--- src/rtl/uart_tx_frame.sv ---
// uart_tx_frame: UART transmitter that serialises one DATA_WIDTH-bit word as a
// burst of back-to-back frames (start, 5..8 data bits LSB first, optional
// parity, 1 or 2 stop bits) on the 16x oversampling tick domain.
// Optional build macro: UART_TX_CTS_EN adds a CTS input and a WAIT_CTS state
// that holds the line idle at frame boundaries until the receiver is ready.
module uart_tx_frame #(
    parameter int DATA_WIDTH    = 32,
    parameter int TICKS_PER_BIT = 16
) (
    input  logic                  tx_tick,
    input  logic                  PRESET,
    input  logic [DATA_WIDTH-1:0] tx_data_in,
    input  logic                  tx_start,
    input  logic [3:0]            frame_length,
    input  logic                  stop_bit,
    input  logic [1:0]            parity,
`ifdef UART_TX_CTS_EN
    input  logic                  CTS,
`endif
    output logic                  TX,
    output logic                  tx_ready,
    output logic                  tx_busy,
    output logic                  tx_done
);

    localparam int          IW        = $clog2(DATA_WIDTH + 8);
    localparam logic [3:0]  LAST_TICK = 4'(TICKS_PER_BIT - 1);
    localparam logic [IW-1:0] WORD_END = IW'(DATA_WIDTH);

    typedef enum logic [2:0] {
        S_IDLE,
        S_START,
        S_DATA,
        S_PARITY,
        S_STOP1,
        S_STOP2,
        S_DONE
`ifdef UART_TX_CTS_EN
        , S_WAIT_CTS
`endif
    } state_t;

    state_t                state_q, state_d;
    logic [3:0]            tick_q, tick_d;
    logic [2:0]            bit_q, bit_d;
    logic [2:0]            last_q, last_d;
    logic [IW-1:0]         idx_q, idx_d;
    logic [DATA_WIDTH-1:0] shift_q, shift_d;
    logic                  par_acc_q, par_acc_d;
    logic [1:0]            par_cfg_q, par_cfg_d;
    logic                  stop_q, stop_d;
    logic                  tx_q, tx_d;

    logic                  bit_end;
    logic                  frames_left;
    state_t                frame_entry;

    assign bit_end     = (tick_q == LAST_TICK);
    assign frames_left = (idx_q < WORD_END);

    // Every new frame enters through START, or waits for clear-to-send first
`ifdef UART_TX_CTS_EN
    assign frame_entry = CTS ? S_START : S_WAIT_CTS;
`else
    assign frame_entry = S_START;
`endif

    // Next-state, counters and the registered line value for the state being entered
    always_comb begin
        state_d   = state_q;
        tick_d    = tick_q;
        bit_d     = bit_q;
        last_d    = last_q;
        idx_d     = idx_q;
        shift_d   = shift_q;
        par_acc_d = par_acc_q;
        par_cfg_d = par_cfg_q;
        stop_d    = stop_q;
        tx_d      = 1'b1;

        case (state_q)
            S_IDLE: begin
                tick_d = '0;
                bit_d  = '0;
                idx_d  = '0;
                if (tx_start) begin
                    shift_d   = tx_data_in;
                    last_d    = (frame_length >= 4'd5 && frame_length <= 4'd8) ?
                                3'(frame_length - 4'd1) : 3'd7;
                    stop_d    = stop_bit;
                    par_cfg_d = parity;
                    par_acc_d = 1'b0;
                    state_d   = frame_entry;
                end
            end
            S_START: begin
                tick_d    = tick_q + 4'd1;
                bit_d     = '0;
                par_acc_d = 1'b0;
                if (bit_end) state_d = S_DATA;
            end
            S_DATA: begin
                tick_d = tick_q + 4'd1;
                if (bit_end) begin
                    // Shifting in zeros past the word end yields the padding bits
                    shift_d   = shift_q >> 1;
                    par_acc_d = par_acc_q ^ shift_q[0];
                    idx_d     = idx_q + IW'(1);
                    if (bit_q == last_q) begin
                        state_d = par_cfg_q[1] ? S_PARITY : S_STOP1;
                    end else begin
                        bit_d = bit_q + 3'd1;
                    end
                end
            end
            S_PARITY: begin
                tick_d = tick_q + 4'd1;
                if (bit_end) state_d = S_STOP1;
            end
            S_STOP1: begin
                tick_d = tick_q + 4'd1;
                if (bit_end) begin
                    if (stop_q)           state_d = S_STOP2;
                    else if (frames_left) state_d = frame_entry;
                    else                  state_d = S_DONE;
                end
            end
            S_STOP2: begin
                tick_d = tick_q + 4'd1;
                if (bit_end) state_d = frames_left ? frame_entry : S_DONE;
            end
            S_DONE: begin
                tick_d  = '0;
                state_d = S_IDLE;
            end
`ifdef UART_TX_CTS_EN
            S_WAIT_CTS: begin
                tick_d = '0;
                if (CTS) state_d = S_START;
            end
`endif
            default: state_d = S_IDLE;
        endcase

        case (state_d)
            S_START:  tx_d = 1'b0;
            S_DATA:   tx_d = shift_d[0];
            S_PARITY: tx_d = par_cfg_q[0] ? par_acc_d : ~par_acc_d;
            default:  tx_d = 1'b1;
        endcase
    end

    // State and datapath registers; reset forces the line idle immediately
    always_ff @(posedge tx_tick or posedge PRESET) begin
        if (PRESET) begin
            state_q   <= S_IDLE;
            tick_q    <= '0;
            bit_q     <= '0;
            last_q    <= 3'd7;
            idx_q     <= '0;
            shift_q   <= '0;
            par_acc_q <= 1'b0;
            par_cfg_q <= '0;
            stop_q    <= 1'b0;
            tx_q      <= 1'b1;
        end else begin
            state_q   <= state_d;
            tick_q    <= tick_d;
            bit_q     <= bit_d;
            last_q    <= last_d;
            idx_q     <= idx_d;
            shift_q   <= shift_d;
            par_acc_q <= par_acc_d;
            par_cfg_q <= par_cfg_d;
            stop_q    <= stop_d;
            tx_q      <= tx_d;
        end
    end

    assign TX       = tx_q;
    assign tx_ready = (state_q == S_IDLE);
    assign tx_busy  = (state_q != S_IDLE);
    assign tx_done  = (state_q == S_DONE);

endmodule

--- config.mk ---
export PLATFORM = sky130hd
export DESIGN_NAME = uart_tx_frame
export DESIGN_NICKNAME = d
export VERILOG_FILES = /design/src/rtl/uart_tx_frame.sv
export SDC_FILE = /design/constraint.sdc
export NUM_CORES = 1
export LEC_CHECK = 0
export BUFFER_PORTS_ARGS = -buffer_cell sky130_fd_sc_hd__buf_4
export CORE_MARGIN = 4
export CORE_UTILIZATION = 50
export CTS_CLUSTER_DIAMETER = 200
export DETAILED_ROUTE_END_ITERATION = 10
export PLACE_DENSITY = 0.75
export SETUP_SLACK_MARGIN = 0.5
export SLEW_MARGIN = 20
export SYNTH_ARGS = -nofsm -noshare
export SYNTH_HDL_FRONTEND = slang
export SYNTH_SLANG_ARGS = --single-unit
export TNS_END_PERCENT = 1
--- constraint.sdc ---
create_clock -name tx_tick -period 2.05 [get_ports tx_tick]
set_clock_uncertainty 0.05 [all_clocks]
set_input_delay 0.1025 -clock tx_tick [delete_from_list [all_inputs] [get_ports tx_tick]]
set_output_delay 0.1025 -clock tx_tick [all_outputs]
set_load 0.02 [all_outputs]
Yosys cells after proc, flatten, opt, wreduce, memory -nomap -nowiden
Index checks and enable logic that the tools add are counted.

Bits of input ports: 42. Output and inout port bits: 4. Logic and storage cells: 73. Bits in registers: 56.

Bitwise gates (word level): 2. $add $sub $neg: 4. Mux-type cells: 26. Reductions and logical operators: 13. $lt $le $gt $ge: 3. Equal/unequal tests: 14.

Operators with widths (count): two-way mux 32 bit (2); one-hot mux 32 bit (2 select lines) (1); two-way mux 3 bit (13); one-hot mux 3 bit (6 select lines) (1); == test 3 x 2 -> 1 bit (second input constant) (4); one-hot mux 6 bit (2 select lines) (1); == test 3 bit (second input constant) (3); one-hot mux 4 bit (2 select lines) (1); adder 6 x 1 -> 6 bit (second input constant) (1); == test 3 x 1 -> 1 bit (second input constant) (2); less-than comparator 6 bit (second input constant) (1); two-way mux 6 bit (1); inequality test 2 bit (second input constant) (3); one-hot mux 1 bit (3 select lines) (2); one-hot mux 3 bit (2 select lines) (1); AND reduction 3 bit (2); nonzero test 2 bit (3); OR reduction 5 bit (1); adder 4 x 1 -> 4 bit (second input constant) (1); == test 4 bit (second input constant) (1); greater-or-equal comparator 4 x 3 -> 1 bit (second input constant) (1); less-or-equal comparator 4 bit (second input constant) (1); AND reduction 2 bit (2); OR reduction 2 bit (2); 9 further kinds (11).

Longest topological paths before layout
Gate-level depths: netlist of run 1.

Depth in word-level cells: 7. Depth in mapped cells: 7. Mapped depth without buffers: 6.

Worst setup path before layout of run 1
OpenSTA, ideal clock, no wires.

Path type: register -> register. Start point: register tick_q[0]. End point: register tx_q, in the netlist TX. Cell stages (with the launch flop): 8. Data arrival time: 1778 ps. Path buffers: 1. Path slack: 142 ps. Data required time: 1920 ps. Clock period less this slack: 1908 ps. Setup time: 80 ps. Path through: dfrtp_1 -> ha_1 -> and3_1 -> buf_4 -> xnor2_1 -> o32a_1 -> a211o_1 -> o22a_1.

Longest elaborated chain between the ends: 6. Elaborated cells on any way between the ends: 17. Those cells by class: eq/ne: 4; mux: 12; bitwise: 1.

Ends and longest elaborated chain: from (decl) (line 44) `logic [3:0] tick_q, tick_d;`; from (signal assigned) (line 168) `tick_q <= tick_d;`; == test 4 bit (*) (line 58) `assign bit_end = (tick_q == LAST_TICK);`; parallel branches: the longest is 4 deep, another holds one-hot mux 3 bit (6 select lines); one-hot mux 1 bit (3 select lines) (*) (line 145) `case (state_d)`; net tx_d (line 52) `logic tx_q, tx_d;`; to (signal assigned) (line 176) `tx_q <= tx_d;`; to (decl) (line 52).

Mark *: on every way through the listed nets, which the timed path passes. The select of a mux whose other input is x is not followed. A chain may end at the register's enable or synchronous reset.

Worst setup path after layout of run 1
Ends and elaborated chain as after synthesis.

==> results.md, run 1 <==
- Outcome: finished, final reports clean
- Multi-input logic area: 1270 µm²
- Worst path cell trace: ha_4 > and3_4 > xnor2_1 > o32a_1 > a211o_1 > o22a_1
- Clock power share: 17.2%
- Post-Synthesis Cell Area: 2740 µm²
- Top cell type's share of synthesized area: 47.4%
- Largest net degree at the start of global routing: 57
- Die width: 82.1 µm
- Row count: 26
- Residual DRC: 0
- Internal power: 2.67 mW
- Max-slew violation count: 0
- Clk sinks: 56
- Layout fillers: 378
- Kind of critical path: reg -> reg
- Storage element area: 1410 µm²
- Global-route wire length before repair: 12100 µm
- Starting Density: 52.7%
- Crit start category: register
- Clock Path Buffers: 2
- Final period utilization: 89.5%
- Slew headroom: 73.1%
- Slowest cell delay on critical path: 0.43 ns
- TritonCTS clock tree: built
- Synthesized Nets: 341
- Synth area leader: dfrtp_1
- Placer Congestion: 0.860
- Reg-to-reg slack, setup: 0.22 ns
- Post-synth EDFFs: 0
- Root buf cell: clkbuf_8
- Worst hold path class: in -> reg
- WL/cell: 15.5 µm
- Crit path time final: 1.83 ns
- Synth Register Bits: 56
- TritonCTS Buffers: 5
- YS warnings: 0
- Clk Latency, worst-skew pair: 0.30 ns
- Capture point of the worst path: TX
- Max_cap viols: 0
- Top_reg_cell synth: dfrtp_1
- Vias in the first global route: 2596
- Area grow syn2layout: 38.5%
- Post-synth ARST share: 100%
- DRT Pass-1 Iters: 4
- Leakage: 1.84 nW
- PD cells: 1100 nW/µm²
- Vias/cell: 5.60
- Share of layout cells above drive strength 1: 24.5%
- Worst-case reg-to-reg path depth: 6
- Buffers on Ports: 45
- Post-Synthesis Cells: 294
- VDD IR max: 0.619 mV
- Total grt overflow: 0
- CP max-delay cell: dfrtp_1
- Final setup violating endpoints: 0
- Chip height: 82.1 µm
- CP startpoint: tick_q[0]
- Final wirelength: 7090 µm
- Syn_area_per_cell: 9.33 µm²
- Sw frac: 36.3%
- Crit path DAT: 2.03 ns
- CP max FO: 6
- DRT antenna net count: 0
- Critical path's top delay family: compound AO/OA/AOI/OAI gates
- Crit path buf inv count: 0
- Detailed placer's ending HPWL: 4420 µm
- RSZ-0062 raised after global routing: true
- Clock-pin slew on the worst setup and hold paths: 0.10 ns
- Synth top area cells: dfrtp_1 47%, nand2_1 11%, a22oi_1 8.5%
- Crit end category: register
- Nets: 434
- Seq/Total Area, Yosys: 51.3%
- Die area: 6740 µm²
- H-Tree Depth: 2
- Routed vias: 2564
- First DRT Iteration DRCs: 179
- Instance count on the critical path: 6
- Seq pwr share: 44.9%
- GRT Overall Usage: 23.3%
- Reg2Reg Capture Point: TX
- Critical R2R Launch: tick_q[0]
- Initial antenna violation count: 0
- TNS Setup: 0 ns
- Fmax: 545 MHz
- Minimum hold slack: 0.0829 ns
- I/O pin count: 46
- Psw: 1.52 mW
- CP Data Required Time: 2.24 ns
- Final hold vios: 0
- Core Region: 5200 µm²
- Part of the power in combinational logic: 37.9%
- Yosys cell types: 49
- Antenna Cells: 0
- Worst Max-Slew Pin Slew: 0.399 ns
-- cell usage in the layout, fill, tap and decap left out, types with 2 or more instances in the layout --
master	instances
xor2_1	6
o31ai_1	3
buf_4	63
inv_1	10
xnor2_1	2
mux2i_1	2
o21ai_0	8
and3_4	2
clkbuf_8	5
nand2b_1	2
buf_12	2
a22oi_1	30
dfrtp_1	49
a31oi_1	4
nand2_1	81
nand4_1	4
ha_1	4
dfstp_2	4
dlygate4sd3_1	36
a21oi_1	10
nand3_1	5
dfrtp_2	3
a21o_1	2
or3_1	2
nor2_4	2
nor2_1	15
-- power groups by stage --
stage	sequential (mW)	combinational [mW]	clock [mW]
after detailed placement	1.87	1.35	0
after global routing	1.93	1.79	0.766
after global placement	1.86	1.30	0
after floorplan	1.79	0.946	0
final	1.88	1.59	0.719
after CTS	1.86	1.55	0.734
-- kinds of logic after synthesis --
family | synth area share, %
adders and majority gates | 2.28
muxes | 0.730
buffers and inverters | 4.20
xor gates and xnor gates | 2.55
and+or+nand+nor | 21.2
AOI/OAI and AO/OA | 17.8
DFF | 51.3
-- how the worst min path moves through the flow --
stage | startpoint | endpoint | slack, ns | depth (start not counted)
after floorplan | frame_length[0] | last_q[0] | 0.10 | 1
after global placement | PRESET | shift_q[17] | 0.14 | 3
after detailed placement | PRESET | shift_q[20] | 0.14 | 3
after CTS | frame_length[1] | last_q[1] | 0.08 | 4
after global routing | tx_data_in[0] | shift_q[0] | 0.10 | 3
final | frame_length[1] | last_q[1] | 0.08 | 4
-- stage by stage --
stage	total power, mW	instance area (µm²)	cells	setup slack [ns]	util (%)
after CTS	4.14	3790	457	0.271	72.8
after global placement	3.15	3220	407	0.186	61.9
after global routing	4.48	3800	458	0.176	73.0
after detailed placement	3.23	3220	407	0.145	61.9
final	4.19	3800	458	0.215	73.0
after floorplan	2.74	2750	294	0.198	-
-- cell type report --
| type | instances | share of cell area, % |
|---|---|---|
| flip-flops and latches | 56 | 37.1 |
| multi-input cells | 211 | 33.4 |
| repair buffers | 102 | 23.3 |
| well taps | 70 | 2.30 |
| clock buffers | 6 | 1.91 |
| inverters | 11 | 1.09 |
| clock inverters | 2 | 0.922 |
-- per-layer routing --
metal / track usage [%] / wire length (µm) / up-vias
met4: 9.30 / 193 / 0
met1: 29.2 / 2930 / 1259
met2: 39.7 / 3680 / 75
met5: 0 / 0 / -
li1: - / - / 1210
met3: 4.06 / 289 / 20
-- cell usage after synthesis (2+ instances only) --
cell type and instances:
clkbuf_1 5, o31ai_1 3, inv_1 11, buf_2 8, buf_1 2, nand4_1 4, a21o_1 2, nand3_1 5
a31oi_1 4, o21ai_0 8, and3_1 3, mux2i_1 2, nor2_1 15, ha_1 5, nand2b_1 2, dfrtp_1 52
a22oi_1 31, xnor2_1 2, dfstp_2 4, nand2_1 81, a21oi_1 11, xor2_1 6, or3_1 2
-- tightest hold or removal path: cells and delay by family --
kind / cells / cell delay, ns
AO/OA/AOI/OAI: 1 / 0.06
adder cells (fa/ha/maj): 1 / 0.12
buffers and inverters: 2 / 0.17
-- what timing repair did --
action,in CTS,in global routing
resized for setup,11,3
hold endpoints to repair,87,0
hold buffers,36,0
endpoints found under the setup margin,52,52
buffers inserted,6,1
pin swaps,4,1
-- registers in the layout, summed over array words and instances (netlist names) --
register   count
TX             1
last_q         3
stop_q         1
tick_q         4
bit_q          3
shift_q       32
par_cfg_q      2
idx_q          6
state_q        3
par_acc_q      1
Note: power is estimated with default switching activity, not from simulation.
==> run 2, diff against run 1 <==
CELL_PAD_IN_SITES_DETAIL_PLACEMENT = 0   (was unset)
CELL_PAD_IN_SITES_GLOBAL_PLACEMENT = 1   (was unset)
CORE_UTILIZATION = 38   (was 50)
PLACE_DENSITY = unset   (was 0.75)
PLACE_DENSITY_LB_ADDON = 0.1   (was unset)
==> run 2 against run 1 <==
  * Die area increased by 28%
  * Critical path depth unchanged
  * Sequential power about the same
  * Worst setup slack got worse by 0.0052 ns
  * Register-to-register slack about the same
  * First-iteration DRC count decreased by 21%
  * Core utilization decreased by 18 points
  * Count of clock-buffer cells in the layout increased by 1
  * Fmax decreased by 0.28%
  * Highest routed layer unchanged
  * Routed wire length decreased by 7.0%
  * Total power decreased by 0.65%
==> results.md, run 2 (synthesis gave the netlist of run 1 again) <==
- Global-route wire length before repair: 11500 µm
- Biggest register: shift_q
- Instance count on the critical path: 6
- Crit path DAT: 2.03 ns
- Nets: 432
- Slew headroom: 73.0%
- GRT Overall Usage: 16.3%
- Setup ws final: 0.210 ns
- Total grt overflow: 0
- Final hold vios: 0
- Chip height: 93.0 µm
- Crit path time final: 1.84 ns
- DRT Pass-1 Iters: 4
- I/O pin count: 46
- Residual DRC: 0
- Detailed placer's ending HPWL: 4290 µm
- VDD IR max: 0.484 mV
- Crit start category: register
- TritonCTS Buffers: 5
- Worst slack, placed: 0.0488 ns
- Biggest regs: shift_q x32, idx_q x6, tick_q x4
- Share of layout cells above drive strength 1: 24.1%
- Outcome: finished, final reports clean
- Critical path's top delay family: compound AO/OA/AOI/OAI gates
- Most frequent cells in the layout: 81 x nand2_1, 61 x buf_4, 50 x dfrtp_1, 36 x dlygate4sd3_1, 30 x a22oi_1
- Crit path buf inv count: 0
- Worst path cell trace: ha_4 > and3_4 > xnor2_1 > o32a_1 > a211o_1 > o22a_1
- Starting Density: 39.7%
- TritonCTS clock tree: built
- Die width: 93.0 µm
- Clk sinks: 56
- Row count: 30
- Number of flip-flops in the largest register: 32
- H-Tree Depth: 2
- WL/cell: 13.7 µm
- Vias in the first global route: 2444
- Crit end category: register
- CP max-delay cell: dfrtp_1
- First DRT Iteration DRCs: 142
- Clk Latency, worst-skew pair: 0.31 ns
- Vias/cell: 5.04
- Antenna Cells: 0
- Clock Path Buffers: 2
- CP Data Required Time: 2.24 ns
- CP max FO: 6
- Initial antenna violation count: 0
- Core Region: 6910 µm²
- Largest net degree at the start of global routing: 57
- Final period utilization: 89.8%
- Routed vias: 2428
- WHS Path Cells: 4
- Leakage: 1.83 nW
- Max_cap viols: 0
- Design area: 3820 µm²
- Post-placement cell area: 3250 µm²
- Placer Congestion: 0.857
- Worst Max-Slew Pin Slew: 0.403 ns
- Die area: 8640 µm²
- Final setup violating endpoints: 0
- Buffers on Ports: 45
- Final wirelength: 6600 µm
- Area grow syn2layout: 39.2%
- Clock-pin slew on the worst setup and hold paths: 0.10 ns
- Worst-case reg-to-reg path depth: 6
- TNS Setup: 0 ns
- DRT antenna net count: 0
- Max-slew violation count: 0
- Kind of critical path: reg -> reg
- PD cells: 1090 nW/µm²
- Slowest cell delay on critical path: 0.43 ns
- Leading cell type in the layout, fill and taps excluded: nand2_1
- RSZ-0062 raised after global routing: true
- Root buf cell: clkbuf_8
- Fmax: 543 MHz
- Worst hold path class: in -> reg
==> run 2: cell types whose count changed in the layout (fill, tap and decap cells not counted), sizes merged <==
cell    change
clkinv      -1
buf         -2
clkbuf      +1
==> run 2: metal layers <==
layer	GRT usage, %	part of all wire (%)	vias up
li1	-	-	1203
met1	21.4	46	1181
met2	28.4	51	39
met3	2.49	2.9	5
met4	3.79	0.73	0
met5	0	0	-
==> run 2: where the power goes <==
part / internal (mW) / switching [mW] / leakage (nW)
clock: 0.432 / 0.363 / 0.0645
sequential: 1.55 / 0.299 / 0.703
combinational: 0.726 / 0.788 / 1.07
==> run 2: path summary, 6_finish.rpt <==
kind	start	end	slack, ns
min	frame_length[1]	last_q[1]	0.09
min in group asynchronous	PRESET	shift_q[16]	0.35
min reg2reg	shift_q[9]	shift_q[9]	0.43
max reg2reg	tick_q[0]	TX	0.21
max in group asynchronous	PRESET	last_q[2]	1.30
max	tick_q[0]	TX	0.21
==> run 2: what timing repair did <==
item / in CTS / in global routing
pin swaps: 0 / 2
setup endpoints to repair: 53 / 51
gates resized for setup: 11 / 1
hold buffers: 36 / 0
buffers inserted: 5 / 0
hold endpoints to repair: 87 / 0
==> run 2: tightest hold or removal path: stages <==
cell and delay, ns:
buf_4 0.11, inv_1 0.06, ha_1 0.12, a21oi_1 0.05
==> run 2: metrics by stage <==
step	hold slack, ns	utilization (%)	instances	power (mW)
detailed placement	0.146	47.1	433	3.22
floorplan	0.103	-	294	2.74
global route	0.114	55.3	482	4.49
CTS	0.0845	55.2	482	4.18
global placement	0.145	47.1	433	3.20
finish	0.0870	55.3	482	4.16
==> run 2: area by class of cell <==
class                           instances  area, µm²
Clock inverter                          1       30.0
Tap cell                               96        120
Multi-Input combinational cell        211       1260
Fill cell                             682       3090
Inverter                               11       41.3
Sequential cell                        56       1410
Timing Repair Buffer                  100        861
Clock buffer                            7       96.3
==> run 3, diff against run 2 <==
CORE_MARGIN = unset   (was 4)
MAX_ROUTING_LAYER = met4   (was unset)
==> run 3 against run 2 <==
  * Routed wire length is 4.8% lower
  * Via count barely moved
  * Die area is 12% lower
  * Cell count is 0.41% higher
  * Global-route usage rose by 2.4 points
  * Critical endpoint unchanged
  * Highest routed layer unchanged
==> results.md, run 3 (synthesis gave the netlist of run 1 again) <==
- Row count: 30
- Die area: 7560 µm²
- Core Region: 6870 µm²
- Crit path buf inv count: 3
- Biggest register: shift_q
- Routed vias: 2426
- Vias in the first global route: 2338
- Instance count on the critical path: 8
- DRT antenna net count: 0
- Worst slack, placed: 0.117 ns
- WHS Path Cells: 4
- Area grow syn2layout: 39.0%
- Reg-to-reg slack, setup: 0.20 ns
- Leading cell type in the layout, fill and taps excluded: nand2_1
- I/O pin count: 46
- Worst Max-Slew Pin Slew: 0.405 ns
- Worst hold path class: in -> reg
- Final wirelength: 6290 µm
- Crit path time final: 1.85 ns
- H-Tree Depth: 2
- Critical path's top delay family: compound AO/OA/AOI/OAI gates
- GRT Overall Usage: 18.7%
- Critical R2R Launch: state_q[1]
- Crit start category: register
- DRT Pass-1 Iters: 4
- First DRT Iteration DRCs: 136
- Antenna Cells: 0
- PD cells: 1050 nW/µm²
- Placer Congestion: 0.816
- Kind of critical path: reg -> reg
- WL/cell: 13.0 µm
- Outcome: finished, final reports clean
- Worst path cell trace: buf_6 > nor4b_4 > buf_4 > buf_12 > and2_1 > a221o_1 > a211o_1 > o22a_1
- Crit end category: register
- TritonCTS clock tree: built
- Reg2Reg Capture Point: TX
- Most frequent cells in the layout: 81 x nand2_1, 61 x buf_4, 49 x dfrtp_1, 36 x dlygate4sd3_1, 31 x a22oi_1
- Slowest cell delay on critical path: 0.45 ns
- Clk sinks: 56
- Starting Density: 39.9%
- Largest net degree at the start of global routing: 31
- Share of layout cells above drive strength 1: 24.0%
- Buffers on Ports: 45
- Biggest regs: shift_q x32, idx_q x6, tick_q x4
- Fmax: 542 MHz
- Detailed placer's ending HPWL: 4150 µm
- Final period utilization: 90.1%
- Worst hold start: frame_length[1]
- Clk Latency, worst-skew pair: 0.31 ns
- Number of flip-flops in the largest register: 32
- Fin cells: 484
- Crit path DAT: 2.04 ns
- TNS Setup: 0 ns
- Nets: 434
- Setup ws final: 0.204 ns
- Leakage: 1.82 nW
- Initial antenna violation count: 0
- VDD IR max: 0.398 mV
- Slew headroom: 73.0%
- RSZ-0062 raised after global routing: true
- Total grt overflow: 0
- Root buf cell: clkbuf_8
- Clock-pin slew on the worst setup and hold paths: 0.10 ns
- CP max-delay cell: dfrtp_2
- Clock Path Buffers: 2
- Chip height: 87.0 µm
- CP Data Required Time: 2.25 ns
- Hold endpoint: last_q[1]
- Final hold vios: 0
- Vias/cell: 5.01
- Global-route wire length before repair: 10800 µm
- Worst-case reg-to-reg path depth: 8
- TritonCTS Buffers: 5
- Final setup violating endpoints: 0
- Max-slew violation count: 0
- Placed insts: 433
- Residual DRC: 0
- CP max FO: 15
- Max_cap viols: 0
- Die width: 87.0 µm
==> run 3: worst max path at each step <==
stage                from  end  slack [ns]
2_1_floorplan   tick_q[0]   TX        0.20
3_3_place_gp    tick_q[1]   TX        0.17
3_5_place_dp    tick_q[1]   TX        0.12
4_1_cts        state_q[1]   TX        0.18
5_1_grt        state_q[1]   TX        0.14
6_report       state_q[1]   TX        0.20
==> run 3: tightest hold or removal path: stages <==
cell and delay [ns]:
buf_4 0.11, inv_1 0.06, ha_1 0.12, a21oi_1 0.05
==> run 3: stage by stage <==
step | hold WS [ns] | util, % | power [mW] | instance area, µm²
6_report | 0.0771 | 55.5 | 4.01 | 3810
5_1_grt | 0.0764 | 55.5 | 4.34 | 3810
4_1_cts | 0.0745 | 54.7 | 3.94 | 3760
3_5_place_dp | 0.0739 | 47.3 | 3.19 | 3250
3_3_place_gp | 0.0738 | 47.3 | 3.18 | 3250
2_1_floorplan | 0.103 | - | 2.74 | 2750
==> run 3: per-layer routing <==
layer	routed length, µm	GRT usage, %	share of wire (%)	vias to the layer above
met1	2980	24.7	47	1162
met5	0	-	0	-
met2	3050	29.3	48	43
met4	95	5.91	1.5	0
met3	164	3.41	2.6	8
li1	-	-	-	1213
==> run 3: timing repair <==
| action | in CTS | in global routing |
|---|---|---|
| gates cloned | 0 | 0 |
| resized for setup | 7 | 10 |
| hold buffers | 36 | 0 |
| buffers inserted | 5 | 2 |
| endpoints found under the setup margin | 53 | 54 |
| pin swaps | 1 | 4 |
| endpoints found under the hold margin | 51 | 0 |
==> run 3: where the power goes <==
group / switching, mW / internal [mW] / leakage (nW)
Clock: 0.360 / 0.245 / 0.0424
Combinational: 0.786 / 0.764 / 1.08
Sequential: 0.301 / 1.55 / 0.701
Total: 1.45 / 2.56 / 1.82
==> run 3: cell type report <==
cell class              instances  area [µm²]
clock buffers                   7        76.3
clock inverters                 1        8.76
fillers                       640        3050
inverters                      11        41.3
multi-input cells             211        1260
flip-flops and latches         56        1410
well taps                      96         120
repair buffers                102         896
